$ cat config.mk
export PLATFORM = sky130hd
export DESIGN_NAME = mrd_frame_sched_p4
export DESIGN_NICKNAME = d
export VERILOG_FILES = /design/src/rtl/mrd_sched_pkg.sv /design/src/rtl/mrd_sched_beat_cnt.sv /design/src/rtl/mrd_frame_sched_p4.sv
export SDC_FILE = /design/constraint.sdc
export NUM_CORES = 1
export LEC_CHECK = 0
export ABC_AREA = 1
export ABC_CLOCK_PERIOD_IN_PS = 2600
export BUFFER_PORTS_ARGS = -buffer_cell sky130_fd_sc_hd__buf_2
export CAP_MARGIN = 30
export CORE_ASPECT_RATIO = 1.75
export CORE_UTILIZATION = 54
export CTS_CLUSTER_SIZE = 20
export DETAILED_ROUTE_END_ITERATION = 10
export PLACE_DENSITY = 0.74
export SLEW_MARGIN = 15
export SYNTH_ARGS = -nofsm -noshare
export SYNTH_HDL_FRONTEND = slang
export SYNTH_SLANG_ARGS = --single-unit
$ cat constraint.sdc
create_clock -name clk -period 2.6 [get_ports clk]
set_clock_uncertainty 0.15 [all_clocks]
set_input_delay 0.78 -clock clk [delete_from_list [all_inputs] [get_ports clk]]
set_output_delay 0.78 -clock clk [all_outputs]
set_load 0.05 [all_outputs]
$ cat src/rtl/mrd_sched_pkg.sv
// mrd_sched_pkg: state type, DFT size table and
// size-to-beat helper for the mrd frame scheduler.
package mrd_sched_pkg;

  typedef enum logic [2:0] {
    IDLE,
    CFG,
    FEED,
    DRAIN,
    GAP
  } sched_state_t;

  localparam int NUM_SIZES = 34;
  localparam int SIZE_W    = 6;
  localparam int BEAT_W    = 9;

  localparam int unsigned POINTS [NUM_SIZES] = '{
    12, 24, 36, 48, 60, 72, 96, 108, 120, 144,
    180, 192, 216, 240, 288, 300, 324, 360, 384, 432,
    480, 540, 576, 600, 648, 720, 768, 864, 900, 960,
    972, 1080, 1152, 1200
  };

  // 4 samples per beat; 0 flags an unsupported size
  function automatic logic [BEAT_W-1:0] size_to_beats(
    input logic [SIZE_W-1:0] idx
  );
    logic [BEAT_W-1:0] b;
    b = '0;
    for (int i = 0; i < NUM_SIZES; i++) begin
      if (idx == SIZE_W'(i)) b = BEAT_W'(POINTS[i] / 4);
    end
    return b;
  endfunction

endpackage

$ cat src/rtl/mrd_sched_beat_cnt.sv
// mrd_sched_beat_cnt: loadable down-counter of frame
// beats with first/last beat flags.
module mrd_sched_beat_cnt
  import mrd_sched_pkg::*;
(
  input  logic              clk,
  input  logic              rst_n,
  input  logic              load,
  input  logic [BEAT_W-1:0] load_val,
  input  logic              dec,
  output logic              first,
  output logic              last
);

  logic [BEAT_W-1:0] total;
  logic [BEAT_W-1:0] rem;

  // remaining beats; total kept to spot beat 0
  always_ff @(posedge clk or negedge rst_n) begin
    if (!rst_n) begin
      total <= '0;
      rem   <= '0;
    end else if (load) begin
      total <= load_val;
      rem   <= load_val;
    end else if (dec && rem != '0) begin
      rem <= rem - BEAT_W'(1);
    end
  end

  assign first = (rem == total) && (rem != '0);
  assign last  = (rem == BEAT_W'(1));

endmodule

$ cat src/rtl/mrd_frame_sched_p4.sv
// mrd_frame_sched_p4: job scheduler and sink framing for
// the 4-sample/cycle DFT core. Option: MRD_SCHED_WDOG_EN.
module mrd_frame_sched_p4
  import mrd_sched_pkg::*;
#(
  parameter int GAP_CYCLES  = 8,
  parameter int WDOG_CYCLES = 65535,
  parameter int CNT_W       = 16
) (
  input  logic             clk,
  input  logic             rst_n,
  input  logic             req_valid,
  output logic             req_ready,
  input  logic [5:0]       req_size,
  input  logic             req_inverse,
  input  logic             in_valid,
  output logic             in_ready,
  output logic             core_sink_valid,
  output logic             core_sink_sop,
  output logic             core_sink_eop,
  input  logic             core_sink_ready,
  output logic [5:0]       core_size,
  output logic             core_inverse,
  input  logic             core_source_eop,
  output logic             busy,
  output logic [CNT_W-1:0] frame_cnt,
  output logic             err_size,
  output logic             err_timeout
);

  if (GAP_CYCLES < 1 || WDOG_CYCLES < 1 ||
      WDOG_CYCLES > 65535) begin : g_bad_cfg
    $error("mrd_frame_sched_p4: bad parameters");
  end

  sched_state_t state, state_nx;

  logic [BEAT_W-1:0] beats_ld;
  logic              idle;
  logic              acc_ok;
  logic              acc_bad;
  logic              xfer;
  logic              first;
  logic              last;
  logic              src_done;
  logic              gap_done;
  logic              wd_fire;
  logic [15:0]       gap_cnt;

  assign beats_ld = size_to_beats(req_size);
  assign idle     = (state == IDLE);
  assign acc_ok   = idle & rst_n & req_valid &
                    (beats_ld != '0);
  assign acc_bad  = idle & rst_n & req_valid &
                    (beats_ld == '0);
  assign xfer     = (state == FEED) & in_valid &
                    core_sink_ready;
  assign src_done = (state == DRAIN) & core_source_eop;
  assign gap_done = (gap_cnt == 16'(GAP_CYCLES - 1));

  mrd_sched_beat_cnt u_beat_cnt (
    .clk      (clk),
    .rst_n    (rst_n),
    .load     (acc_ok),
    .load_val (beats_ld),
    .dec      (xfer),
    .first    (first),
    .last     (last)
  );

  // state register
  always_ff @(posedge clk or negedge rst_n) begin
    if (!rst_n) state <= IDLE;
    else        state <= state_nx;
  end

  // next state and combinational handshake/framing
  always_comb begin
    state_nx        = state;
    req_ready       = 1'b0;
    in_ready        = 1'b0;
    core_sink_valid = 1'b0;
    core_sink_sop   = 1'b0;
    core_sink_eop   = 1'b0;
    busy            = 1'b1;
    unique case (state)
      IDLE: begin
        req_ready = rst_n;
        busy      = 1'b0;
        if (acc_ok) state_nx = CFG;
      end
      CFG: state_nx = FEED;
      FEED: begin
        in_ready        = core_sink_ready;
        core_sink_valid = xfer;
        core_sink_sop   = xfer & first;
        core_sink_eop   = xfer & last;
        if (xfer && last) state_nx = DRAIN;
      end
      DRAIN: begin
        if (src_done || wd_fire) state_nx = GAP;
      end
      GAP: begin
        if (gap_done) state_nx = IDLE;
      end
      default: state_nx = IDLE;
    endcase
  end

  // GAP dwell counter, cleared outside GAP
  always_ff @(posedge clk or negedge rst_n) begin
    if (!rst_n)             gap_cnt <= '0;
    else if (state != GAP)  gap_cnt <= '0;
    else                    gap_cnt <= gap_cnt + 16'd1;
  end

  // core config held from accept until next accept
  always_ff @(posedge clk or negedge rst_n) begin
    if (!rst_n) begin
      core_size    <= '0;
      core_inverse <= 1'b0;
    end else if (acc_ok) begin
      core_size    <= req_size;
      core_inverse <= req_inverse;
    end
  end

  // completed frames and size-error pulse
  always_ff @(posedge clk or negedge rst_n) begin
    if (!rst_n) begin
      frame_cnt <= '0;
      err_size  <= 1'b0;
    end else begin
      err_size <= acc_bad;
      if (src_done) frame_cnt <= frame_cnt + CNT_W'(1);
    end
  end

`ifdef MRD_SCHED_WDOG_EN
  logic [15:0] wd_cnt;

  assign wd_fire = (state == DRAIN) & ~core_source_eop &
                   (wd_cnt == 16'(WDOG_CYCLES - 1));

  // drain watchdog, cleared outside DRAIN
  always_ff @(posedge clk or negedge rst_n) begin
    if (!rst_n) begin
      wd_cnt      <= '0;
      err_timeout <= 1'b0;
    end else begin
      err_timeout <= wd_fire;
      if (state != DRAIN) wd_cnt <= '0;
      else                wd_cnt <= wd_cnt + 16'd1;
    end
  end
`else
  assign wd_fire     = 1'b0;
  assign err_timeout = 1'b0;
`endif

endmodule
Word-level counts from Yosys, hierarchy flattened
Cells that the tools add are included.
- register bits: 61
- input port bits: 13
- output and inout port bits: 31
- add/subtract/negate cells: 3
- eq/ne operators: 45
- mux-type cells: 48
- bitwise gates (word level): 9
- reductions and logical operators: 10
- operators by type and width (operator ; count):
    $mux 9 ; 30
    $eq 6x5->1 const B ; 16
    $eq 6x4->1 const B ; 8
    $add 16x1->16 const B ; 2
    $eq 6x3->1 const B ; 4
    $reduce_bool 9->1 ; 2
    $eq 16x3->1 const B ; 1
    $mux 16 ; 1
    $mux 3 ; 5
    $pmux 3 s5 ; 1
    $eq 6x2->1 const B ; 2
    $eq 6x6->1 const B ; 2
    $mux 4 ; 3
    $and 1x1->1 ; 9
    $eq 9x1->1 const B ; 1
    $eq 9x9->1 ; 1
    $logic_not 9->1 ; 1
    $sub 9x1->9 const B ; 1
    $eq 3x2->1 const B ; 2
    $eq 6x1->1 const B ; 1
    $logic_not 6->1 ; 1
    $mux 1 ; 6
    $mux 5 ; 1
    $ne 2x1->1 const B ; 2
    other kinds (9) ; 12

Depth between registers and ports, before layout
Gate-level depths: netlist of the first run.
- depth in word-level cells: 39
- depth in mapped cells: 19
- gate-level depth less buffers: 18

Hierarchy
From an unflattened synthesis of the first run, not the netlist that was laid out.
- cell total of the unflattened synthesis: 505
- area, all modules: 3870.0 um^2
- by module, submodules not included (module ; times used ; cells each ; area an instance (um^2)):
    mrd_frame_sched_p4 ; 1 ; 356 ; 2778.9
    mrd_sched_beat_cnt ; 1 ; 149 ; 1091.0

Worst setup path before layout of the first run
Ideal clock, no wire load.
- kind: input to output
- start point: input port core_sink_ready
- end point: output port core_sink_sop
- data arrival time: 3.366 ns
- setup slack: -1.696 ns
- stages on the path: 6
- buffers on the path: 0
- cells stage by stage: inv_1 nor2_1 nand2_1 a21oi_1 clkinv_1 nor3_1
- cells in the longest elaborated chain, start to end: 3
- ends and longest elaborated chain (element ; RTL line ; text):
    start: declaration ; mrd_frame_sched_p4.sv:21 ; input logic core_sink_ready,
    $and 1x1->1 ; mrd_frame_sched_p4.sv:56 ; assign xfer = (state == FEED) & in_valid &
    $and 1x1->1 ; mrd_frame_sched_p4.sv:96 ; core_sink_sop = xfer & first;
    $mux 1 ; mrd_frame_sched_p4.sv:86 ; unique case (state)
    end: declaration ; mrd_frame_sched_p4.sv:19 ; output logic core_sink_sop,
Every way passes these cells.

Worst setup path after layout of the first run
- start point: register u_beat_cnt.rem[5]
- end point: output port core_sink_sop
- cells in the longest elaborated chain, start to end: 4
- elaborated cells between the ends (all ways): 5
- those cells by class: 1 x eq/ne; 1 x mux; 1 x bitwise; 2 x reduce/logical
- ends and longest elaborated chain (element ; RTL line ; text):
    start: declaration ; mrd_sched_beat_cnt.sv:16 ; logic [BEAT_W-1:0] rem;
    start signal: assignment ; mrd_sched_beat_cnt.sv:25 ; rem <= load_val;
    start signal: assignment ; mrd_sched_beat_cnt.sv:27 ; rem <= rem - BEAT_W'(1);
    $eq 9x9->1 or $reduce_bool 9->1 (tied branches) ; mrd_sched_beat_cnt.sv:31 ; assign first = (rem == total) && (rem != '0);
    $logic_and 1x1->1 * ; mrd_sched_beat_cnt.sv:31 ;
    $and 1x1->1 * ; mrd_frame_sched_p4.sv:96 ;
    $mux 1 * ; mrd_frame_sched_p4.sv:86 ;
Mark *: on every way between the ends. The rest lies on a longest branch, timed or not.

==> run summary, run 1 <==
max incr delay on CP: 0.48 ns
Reg clk slew, reported paths: 0.05 ns
worst r2r path cells: 11
Mapped Avg Cell Area: 7.39 µm²
Antenna Cells: 0
CORE AREA: 0.00654 mm²
final HPWL from detailed placement: 7960 µm
gpl congestion: 0.945
Synth area leaders: dfrtp_1 (42%), nand2_1 (13%), nand3_1 (7.3%)
# IOs: 44
root buf cell: clkbuf_16
final hold violations: 0
top-area cell type share of the netlist area: 0.419
setup TNS: -0.178 ns
crit start category: register
setup ws final: -0.0830 ns
final instance area: 0.00527 mm²
reg2reg start: state[2]$_DFFE_PN0P_
HP Start: gap_cnt[0]$_DFF_PN0_
Sinks on Clock Net: 61
global-route wire length before repair: 18000 µm
R2R setup slack: 0.28 ns
vias in the first global route: 3901
Seq/Total Area, Yosys: 0.419
count of final max-slew check failures: 0
Die W: 64.1 µm
crit path cell chain: nor2_1, nand2_1, nor2_2, a21oi_4, clkinv_4, nor3_4, buf_6
Final min period: 2.68 ns
max_slew headroom: 0.493
hold_buf cts: 0
initial antenna violation count: 0
CP Max Fanout: 5
drt via density: 5.62
status: finished, violations left
leakage power: 2.77 nW
TritonCTS clock tree: done
max-cap violations: 0
nets@finish: 637
vias: 3972
drt initial violations: 395
Syn Nets: 510
IO buf count: 42
RSZ-0062 raised after global routing: true
Max VDD drop: 0.673 mV
row cnt: 39
WL final: 12000 µm
Crit path max-delay family: simple AND/OR/NAND/NOR gates
placed inst area: 0.00439 mm²
#FFs+latches synth: 61
WP data arrival: 1.75 ns
Clk Latency, worst-skew pair: 0.33 ns
WP data required: 1.67 ns
Syn Inst Count: 493
DRT Pass-1 Iters: 6
power per standard cell area: 898 mW/mm²
r2r endpoint: frame_cnt[14]$_DFFE_PN0P_
largest net degree at the start of global routing: 62
Max clock buf depth: 2
commonest non-fill, non-tap cell in the layout: nand2_1
remaining antenna violation count after routing: 0
All-Layer GR Usage: 0.335
synth warn: 0
Buf+Inv Stages, Crit Path: 2
failing checks: negative setup slack
wire per inst: 17.0 µm
CP Class: reg -> out
Num CTS Buffers: 9
residual DRC count: 0
die area: 0.00709 mm²
GRT overflow: 0
Slowest cell on crit path: dfrtp_1
crit path capture type: output port
Starting Density: 0.557
Hold Path Depth: 1
H-tree depth: 3
period utilization: 1.03
most frequent cells in the layout: nand2_1 (99), buf_4 (73), dfrtp_1 (61), nor2_1 (49), inv_1 (48)
worst hold path type: reg -> reg
layout cells sized above 1: 0.360
Slew @ Worst Pin: 0.761 ns
Worst Hold Path EP: gap_cnt[0]$_DFF_PN0_
Synth-to-Final Area Change: 44.7%
cell taking the most area after synthesis: dfrtp_1
dpl ws: -0.544 ns
Die H: 111 µm
Finish-stage setup viols: 4
Peak Freq: 373 MHz
Netlist Area Pre-Place: 0.00364 mm²
worst hold margin: 0.327 ns
Yosys cell types: 35
==> cell families after synthesis <==
logic type	Yosys count	synth area share
xor+xnor	27	0.0649
compound gates	43	0.0687
fa+ha+maj	4	0.0137
buf+inv	72	0.0852
simple gates	285	0.347
flops	61	0.419
other cells	1	0.00103
==> power breakdown <==
part / total, mW / leakage (nW) / internal [mW] / switching (mW)
registers: 1.39 / 0.804 / 1.17 / 0.213
logic: 2.13 / 1.81 / 0.775 / 1.35
clock network: 1.22 / 0.158 / 0.813 / 0.405
total: 4.73 / 2.77 / 2.76 / 1.97
==> layout make-up <==
| class | instances | area (µm²) |
|---|---|---|
| clock inverters | 4 | 45.0 |
| well taps | 82 | 103 |
| flip-flops and latches | 61 | 1530 |
| fillers | 427 | 1270 |
| inverters | 63 | 262 |
| multi-input cells | 361 | 2120 |
| repair buffers | 124 | 942 |
| clock buffers | 12 | 267 |
==> metrics by stage <==
stage | power, mW | util | cells
2_1_floorplan | 2.55 | - | 493
3_3_place_gp | 2.94 | 0.671 | 667
3_5_place_dp | 2.99 | 0.671 | 667
4_1_cts | 4.37 | 0.742 | 696
5_1_grt | 4.94 | 0.806 | 707
6_report | 4.73 | 0.806 | 707
==> sequential cells by signal (all words and copies together), names as in the netlist <==
signal,flops
frame_cnt,16
u_beat_cnt.rem,9
core_size,6
err_size,1
gap_cnt,16
state,3
u_beat_cnt.total,9
core_inverse,1
==> synth_stat cells (all sizes together) <==
cell type,count
o21ai,17
o21a,2
o211ai,3
o22ai,3
nor3b,2
conb,1
a221oi,2
xnor2,10
xor2,17
o221a,1
nand4,11
dfrtp,61
a31oi,2
ha,4
nor2,70
a211oi,1
buf,9
nand2,126
clkinv,2
nand3b,3
nor4,4
nand3,53
inv,61
nor3,15
a21oi,12
and3,1
==> per-layer routing <==
metal | share of wire | wire, µm | GRT usage | vias up
met3 | 0.035 | 426 | 0.0506 | 54
met4 | 0.070 | 842 | 0.220 | 0
li1 | - | - | - | 1856
met1 | 0.35 | 4160 | 0.331 | 1912
met5 | 0 | 0 | 0 | -
met2 | 0.55 | 6580 | 0.619 | 150
==> worst max path at each step <==
stage                                   from                             to  cells past startpoint
2_1_floorplan                core_sink_ready                  core_sink_sop                      6
3_3_place_gp                     req_size[3]  u_beat_cnt.rem[6]$_DFFE_PN0P_                     18
3_5_place_dp                     req_size[3]  u_beat_cnt.rem[5]$_DFFE_PN0P_                     18
4_1_cts                 state[2]$_DFFE_PN0P_                  core_sink_sop                      8
5_1_grt        u_beat_cnt.rem[5]$_DFFE_PN0P_                  core_sink_sop                      7
6_report       u_beat_cnt.rem[5]$_DFFE_PN0P_                  core_sink_sop                      7
==> timing repair <==
action | 4_1_cts | 5_1_grt
resized for setup | 22 | 93
setup endpoints to repair | 29 | 32
setup buffers | 13 | 10
cloned | 0 | 2
pin swaps | 6 | 29
Note: power is estimated with default switching activity, not from simulation.
==> run 2, diff against run 1 <==
--- a/config.mk
+++ b/config.mk
@@ -6,13 +6,15 @@
 export NUM_CORES = 1
 export LEC_CHECK = 0
 export ABC_AREA = 1
-export ABC_CLOCK_PERIOD_IN_PS = 2600
+export ABC_CLOCK_PERIOD_IN_PS = 3050
 export BUFFER_PORTS_ARGS = -buffer_cell sky130_fd_sc_hd__buf_2
 export CAP_MARGIN = 30
 export CORE_ASPECT_RATIO = 1.75
 export CORE_UTILIZATION = 54
 export CTS_CLUSTER_SIZE = 20
 export DETAILED_ROUTE_END_ITERATION = 10
+export GPL_ROUTABILITY_DRIVEN = 0
+export HOLD_SLACK_MARGIN = 0.03
 export PLACE_DENSITY = 0.74
 export SLEW_MARGIN = 15
 export SYNTH_ARGS = -nofsm -noshare
==> constraint.sdc (replaced) <==
create_clock -name clk -period 3.05 [get_ports clk]
set_clock_uncertainty 0.15 [all_clocks]
set_input_delay 0.915 -clock clk [delete_from_list [all_inputs] [get_ports clk]]
set_output_delay 0.915 -clock clk [all_outputs]
set_load 0.05 [all_outputs]
==> run 2 against run 1 <==
Against the previous run: the flow now finishes without violations; non-clock buffer count decreased by 46; combinational power decreased by 35%; routed wire length decreased by 24%; hold slack got worse by 0.020 ns; critical path depth increased by 1; count of clock-buffer cells in the layout unchanged; largest cell class unchanged; final cell count decreased by 6.9%; clock power decreased by 26%; core utilization decreased by 12 points.
==> run summary, run 2 (synthesized netlist as in run 1, its figures left out) <==
root buf cell: clkbuf_16 (unchanged)
max layer used: met4 (unchanged)
dpl ws: -0.154 ns (was -0.544 ns)
Sinks on Clock Net: 61 (unchanged)
Power Internal: 2.03 mW (was 2.76 mW)
R2R setup slack: 0.83 ns (was 0.28 ns)
met2 WL: 4860 µm (was 6580 µm)
Switching Share: 0.411 (was 0.417)
Max clock buf depth: 2 (unchanged)
GRT overflow: 0 (unchanged)
worst hold path type: reg -> reg (unchanged)
Critical Path End: core_sink_sop (unchanged)
commonest non-fill, non-tap cell in the layout: nand2_1 (unchanged)
# IOs: 44 (unchanged)
CP Max Fanout: 6 (was 5)
worst r2r path cells: 11 (unchanged)
wire per inst: 13.8 µm (was 17.0 µm)
Clk Latency, worst-skew pair: 0.32 ns (was 0.33 ns)
layout cells sized above 1: 0.198 (was 0.360)
WP data required: 1.98 ns (was 1.67 ns)
start point of the critical path: u_beat_cnt.rem[0]$_DFFE_PN0P_ (was u_beat_cnt.rem[5]$_DFFE_PN0P_)
initial antenna violation count: 0 (unchanged)
status: completed (was finished, violations left)
crit start category: register (unchanged)
Peak Freq: 341 MHz
IO buf count: 42 (unchanged)
largest registers: frame_cnt x16, gap_cnt x16 (unchanged)
remaining antenna violation count after routing: 0 (unchanged)
max-cap violations: 0 (unchanged)
Reg clk slew, reported paths: 0.05 ns (about the same)
met1 WL: 3440 µm (was 4160 µm)
Filler cells: 564 (was 427)
final HPWL from detailed placement: 7010 µm (was 7960 µm)
Num CTS Buffers: 9 (unchanged)
clock power share: 0.262 (was 0.258)
reg2reg start: state[1]$_DFFE_PN0P_ (was state[2]$_DFFE_PN0P_)
met3 WL: 276 µm (was 426 µm)
WL final: 9090 µm (was 12000 µm)
vias in the first global route: 3492 (was 3901)
drt via density: 5.38 (was 5.62)
WP data arrival: 1.87 ns (was 1.75 ns)
Starting Density: 0.557 (unchanged)
DRT Pass-1 Iters: 5 (was 6)
Flop pwr share: 0.339 (was 0.293)
largest net degree at the start of global routing: 62 (unchanged)
CP Class: reg -> out (unchanged)
Final Util: 0.687 (was 0.806)
crit path capture type: output port (unchanged)
Die H: 111 µm (unchanged)
Slew @ Worst Pin: 0.751 ns (was 0.761 ns)
Max VDD drop: 0.526 mV (was 0.673 mV)
residual DRC count: 0 (unchanged)
die area: 0.00709 mm² (unchanged)
setup TNS: 0 ns (was -0.178 ns)
All-Layer GR Usage: 0.280 (was 0.335)
most frequent cells in the layout: nand2_1 (121), nor2_1 (63), dfrtp_1 (61), inv_1 (56), nand3_1 (53) (was nand2_1 (99), buf_4 (73), dfrtp_1 (61), nor2_1 (49), inv_1 (48))
count of final max-slew check failures: 0 (unchanged)
drt initial violations: 184 (was 395)
H-tree depth: 3 (unchanged)
Synth-to-Final Area Change: 23.3% (was 44.7%)
power per standard cell area: 769 mW/mm² (was 898 mW/mm²)
leakage power: 2.45 nW (was 2.77 nW)
TritonCTS clock tree: done (unchanged)
period utilization: 0.962
vias: 3540 (was 3972)
worst hold margin: 0.308 ns (was 0.327 ns)
final hold violations: 0 (unchanged)
RSZ-0062 raised after global routing: false (was true)
Antenna Cells: 0 (unchanged)
setup ws final: 0.115 ns (was -0.0830 ns)
Final min period: 2.94 ns
final instance area: 0.00449 mm² (was 0.00527 mm²)
global-route wire length before repair: 15100 µm (was 18000 µm)
Finish-stage setup viols: 0 (was 4)
nets@finish: 590 (was 637)
CORE AREA: 0.00654 mm² (unchanged)
Die W: 64.1 µm (unchanged)
max_slew headroom: 0.500 (was 0.493)
hold_buf cts: 0 (unchanged)
placed inst area: 0.00420 mm² (was 0.00439 mm²)
NetSw: 1.42 mW (was 1.97 mW)
r2r endpoint: frame_cnt[14]$_DFFE_PN0P_ (unchanged)
Comb pwr share: 0.399 (was 0.450)
row cnt: 39 (unchanged)
## run 2: layer usage
metal,GRT usage,vias up
li1,-,1753
met1,0.279,1644
met2,0.502,101
met3,0.0475,42
met4,0.202,0
met5,0,-
## run 2: area by class of cell
cell class                      instances  area, µm²  area share
Timing Repair Buffer                   78        483       0.108
Clock inverter                          2       10.0     0.00223
Inverter                               63        249      0.0555
Tap cell                               82        103      0.0229
Sequential cell                        61       1530       0.340
Multi-Input combinational cell        360       1860       0.415
Clock buffer                           12        256      0.0571
## run 2: worst min-delay path by stage
| stage | from | slack, ns | endpoint | depth (start not counted) |
|---|---|---|---|---|
| 6_report | gap_cnt[0]$_DFF_PN0_ | 0.31 | gap_cnt[0]$_DFF_PN0_ | 1 |
| 5_1_grt | gap_cnt[0]$_DFF_PN0_ | 0.33 | gap_cnt[0]$_DFF_PN0_ | 1 |
| 4_1_cts | gap_cnt[0]$_DFF_PN0_ | 0.31 | gap_cnt[0]$_DFF_PN0_ | 1 |
| 3_5_place_dp | gap_cnt[0]$_DFF_PN0_ | 0.31 | gap_cnt[0]$_DFF_PN0_ | 1 |
| 3_3_place_gp | gap_cnt[0]$_DFF_PN0_ | 0.29 | gap_cnt[0]$_DFF_PN0_ | 1 |
| 2_1_floorplan | gap_cnt[0]$_DFF_PN0_ | 0.28 | gap_cnt[0]$_DFF_PN0_ | 1 |
## run 2: power groups by stage
stage	logic, mW	clock network [mW]	registers, mW
6_report	1.38	0.904	1.17
5_1_grt	1.53	0.959	1.19
4_1_cts	1.36	0.920	1.17
3_5_place_dp	1.35	0	1.18
3_3_place_gp	1.32	0	1.17
2_1_floorplan	0.815	0	1.35
## run 2: metrics by stage
stage | power, mW | instances
6_report | 3.45 | 658
5_1_grt | 3.69 | 658
4_1_cts | 3.45 | 656
3_5_place_dp | 2.53 | 642
3_3_place_gp | 2.49 | 642
2_1_floorplan | 2.17 | 493
## run 2: worst max-delay path, cell delays in order, from the launching register on
cell and delay, ns:
dfrtp_1 0.35, inv_1 0.12, ha_1 0.26, nand2_1 0.12
nor2_1 0.10, a21oi_4 0.19, clkinv_4 0.07, nor3_4 0.12
buf_4 0.22
## run 2: what timing repair did
item                                    CTS  global route
buffers inserted                          0             2
resized for setup                         0             4
endpoints found under the setup margin    0            10
endpoints found under the hold margin     0             0
==> run 3, diff against run 2 <==
--- a/config.mk
+++ b/config.mk
@@ -9,7 +9,7 @@
 export ABC_CLOCK_PERIOD_IN_PS = 3050
 export BUFFER_PORTS_ARGS = -buffer_cell sky130_fd_sc_hd__buf_2
 export CAP_MARGIN = 30
-export CORE_ASPECT_RATIO = 1.75
+export CORE_ASPECT_RATIO = 1.1
 export CORE_UTILIZATION = 54
 export CTS_CLUSTER_SIZE = 20
 export DETAILED_ROUTE_END_ITERATION = 10
==> run 3 against run 2 <==
Against the previous run: worst setup slack improved by 0.015 ns; global-route usage fell by 2.5 points; sequential share of layout area rose by 1.1 points; critical path type unchanged; critical endpoint unchanged; largest cell class unchanged.
==> run summary, run 3 (synthesized netlist as in run 1, its figures left out) <==
CP Max Fanout: 6 (unchanged)
leakage power: 2.34 nW (was 2.45 nW)
TritonCTS clock tree: done (unchanged)
Die W: 80.3 µm (was 64.1 µm)
H-tree depth: 3 (unchanged)
Max VDD drop: 0.518 mV (was 0.526 mV)
row cnt: 31 (was 39)
Hold Path Depth: 1 (unchanged)
WP data required: 1.98 ns (about the same)
met1 WL: 3580 µm (was 3440 µm)
Reg clk slew, reported paths: 0.07 ns (was 0.05 ns)
Num CTS Buffers: 9 (unchanged)
final instance area: 0.00435 mm² (was 0.00449 mm²)
layout cells sized above 1: 0.170 (was 0.198)
# IOs: 44 (unchanged)
CORE AREA: 0.00656 mm² (was 0.00654 mm²)
worst r2r path cells: 10 (was 11)
most frequent cells in the layout: nand2_1 (122), nor2_1 (64), dfrtp_1 (61), inv_1 (56), nand3_1 (53) (was nand2_1 (121), nor2_1 (63), dfrtp_1 (61), inv_1 (56), nand3_1 (53))
Clk Latency, worst-skew pair: 0.33 ns (was 0.32 ns)
remaining antenna violation count after routing: 0 (unchanged)
post-cts gate resize count: 0 (unchanged)
crit path capture type: output port (unchanged)
vias: 3444 (was 3540)
Sinks on Clock Net: 61 (unchanged)
max_slew headroom: 0.497 (was 0.500)
drt initial violations: 208 (was 184)
met2 WL: 4180 µm (was 4860 µm)
Final Util: 0.663 (was 0.687)
final hold violations: 0 (unchanged)
initial antenna violation count: 0 (unchanged)
crit start category: register (unchanged)
die area: 0.00708 mm² (was 0.00709 mm²)
commonest non-fill, non-tap cell in the layout: nand2_1 (unchanged)
Starting Density: 0.555 (was 0.557)
Slew @ Worst Pin: 0.755 ns (was 0.751 ns)
max-cap violations: 0 (unchanged)
Final min period: 2.92 ns (was 2.94 ns)
CP Class: reg -> out (unchanged)
largest net degree at the start of global routing: 62 (unchanged)
Finish-stage setup viols: 0 (unchanged)
Max clock buf depth: 2 (unchanged)
RSZ-0062 raised after global routing: false (unchanged)
setup TNS: 0 ns (unchanged)
vias in the first global route: 3128 (was 3492)
Synth-to-Final Area Change: 19.3% (was 23.3%)
nets@finish: 571 (was 590)
residual DRC count: 0 (unchanged)
DRT Pass-1 Iters: 4 (was 5)
Comb pwr share: 0.406 (was 0.399)
power per standard cell area: 765 mW/mm² (was 769 mW/mm²)
All-Layer GR Usage: 0.255 (was 0.280)
max layer used: met4 (unchanged)
global-route wire length before repair: 13800 µm (was 15100 µm)
clock power share: 0.242 (was 0.262)
worst hold margin: 0.306 ns (was 0.308 ns)
Switching Share: 0.415 (was 0.411)
Flop pwr share: 0.353 (was 0.339)
WL final: 8340 µm (was 9090 µm)
hold_buf cts: 0 (unchanged)
status: completed (unchanged)
period utilization: 0.958 (was 0.962)
drt via density: 5.37 (was 5.38)
worst hold path type: reg -> reg (unchanged)
root buf cell: clkbuf_8 (was clkbuf_16)
setup bufs post-CTS: 0 (unchanged)
count of final max-slew check failures: 0 (unchanged)
met3 WL: 452 µm (was 276 µm)
final HPWL from detailed placement: 6200 µm (was 7010 µm)
Power Internal: 1.95 mW (was 2.03 mW)
Antenna Cells: 0 (unchanged)
WP data arrival: 1.86 ns (was 1.87 ns)
placed inst area: 0.00411 mm² (was 0.00420 mm²)
GRT overflow: 0 (unchanged)
Peak Freq: 342 MHz (was 341 MHz)
largest registers: frame_cnt x16, gap_cnt x16 (unchanged)
NetSw: 1.38 mW (was 1.42 mW)
IO buf count: 42 (unchanged)
wire per inst: 13.0 µm (was 13.8 µm)
Die H: 88.1 µm (was 111 µm)
-- run 3: cell types whose count changed in the layout (fill, tap and decap cells not counted), sizes merged --
| cell | before | now |
|---|---|---|
| bufinv | 0 | 2 |
| clkinv | 4 | 2 |
| clkinvlp | 0 | 1 |
| clkbuf | 12 | 13 |
| buf | 78 | 59 |
-- run 3: worst paths after layout --
kind	startpoint	endpoint	slack, ns
max	u_beat_cnt.rem[0]$_DFFE_PN0P_	core_sink_sop	0.13
min	gap_cnt[0]$_DFF_PN0_	gap_cnt[0]$_DFF_PN0_	0.31
max reg2reg	state[1]$_DFFE_PN0P_	frame_cnt[15]$_DFFE_PN0P_	0.80
min reg2reg	gap_cnt[0]$_DFF_PN0_	gap_cnt[0]$_DFF_PN0_	0.31
max in group asynchronous	rst_n	err_size$_DFF_PN0_	1.64
min in group asynchronous	rst_n	gap_cnt[6]$_DFF_PN0_	0.61
-- run 3: power by group through the flow --
stage | Clock (mW) | Combinational, mW | Sequential (mW)
after floorplan | 0 | 0.815 | 1.35
after global placement | 0 | 1.30 | 1.17
after detailed placement | 0 | 1.34 | 1.18
after CTS | 0.823 | 1.35 | 1.17
after global routing | 0.868 | 1.49 | 1.20
final | 0.803 | 1.35 | 1.17
-- run 3: per-layer routing --
| layer | vias to the layer above | track usage |
|---|---|---|
| met5 | - | 0 |
| met4 | 0 | 0.0974 |
| met3 | 14 | 0.0531 |
| met2 | 119 | 0.438 |
| met1 | 1592 | 0.314 |
| li1 | 1719 | - |
-- run 3: layout make-up --
type	count	area, µm²
inverters	63	249
fillers	562	2210
repair buffers	59	382
flip-flops and latches	61	1530
well taps	82	103
clock buffers	13	159
clock inverters	3	67.6
multi-input cells	360	1860
-- run 3: per-stage QoR --
step | power (mW) | std cells | setup WS [ns]
floorplan | 2.17 | 493 | -0.0759
global placement | 2.47 | 625 | -0.0149
detailed placement | 2.52 | 625 | -0.0650
CTS | 3.34 | 641 | 0.0213
global route | 3.56 | 641 | 0.00990
finish | 3.33 | 641 | 0.129
-- run 3: worst max-delay path: stages (launching register included) --
cell	delay, ns
dfrtp_1	0.39
inv_1	0.18
ha_2	0.24
nand2_1	0.10
nor2_1	0.26
a21oi_4	0.11
clkinv_4	0.06
nor3_4	0.03
buf_6	0.15
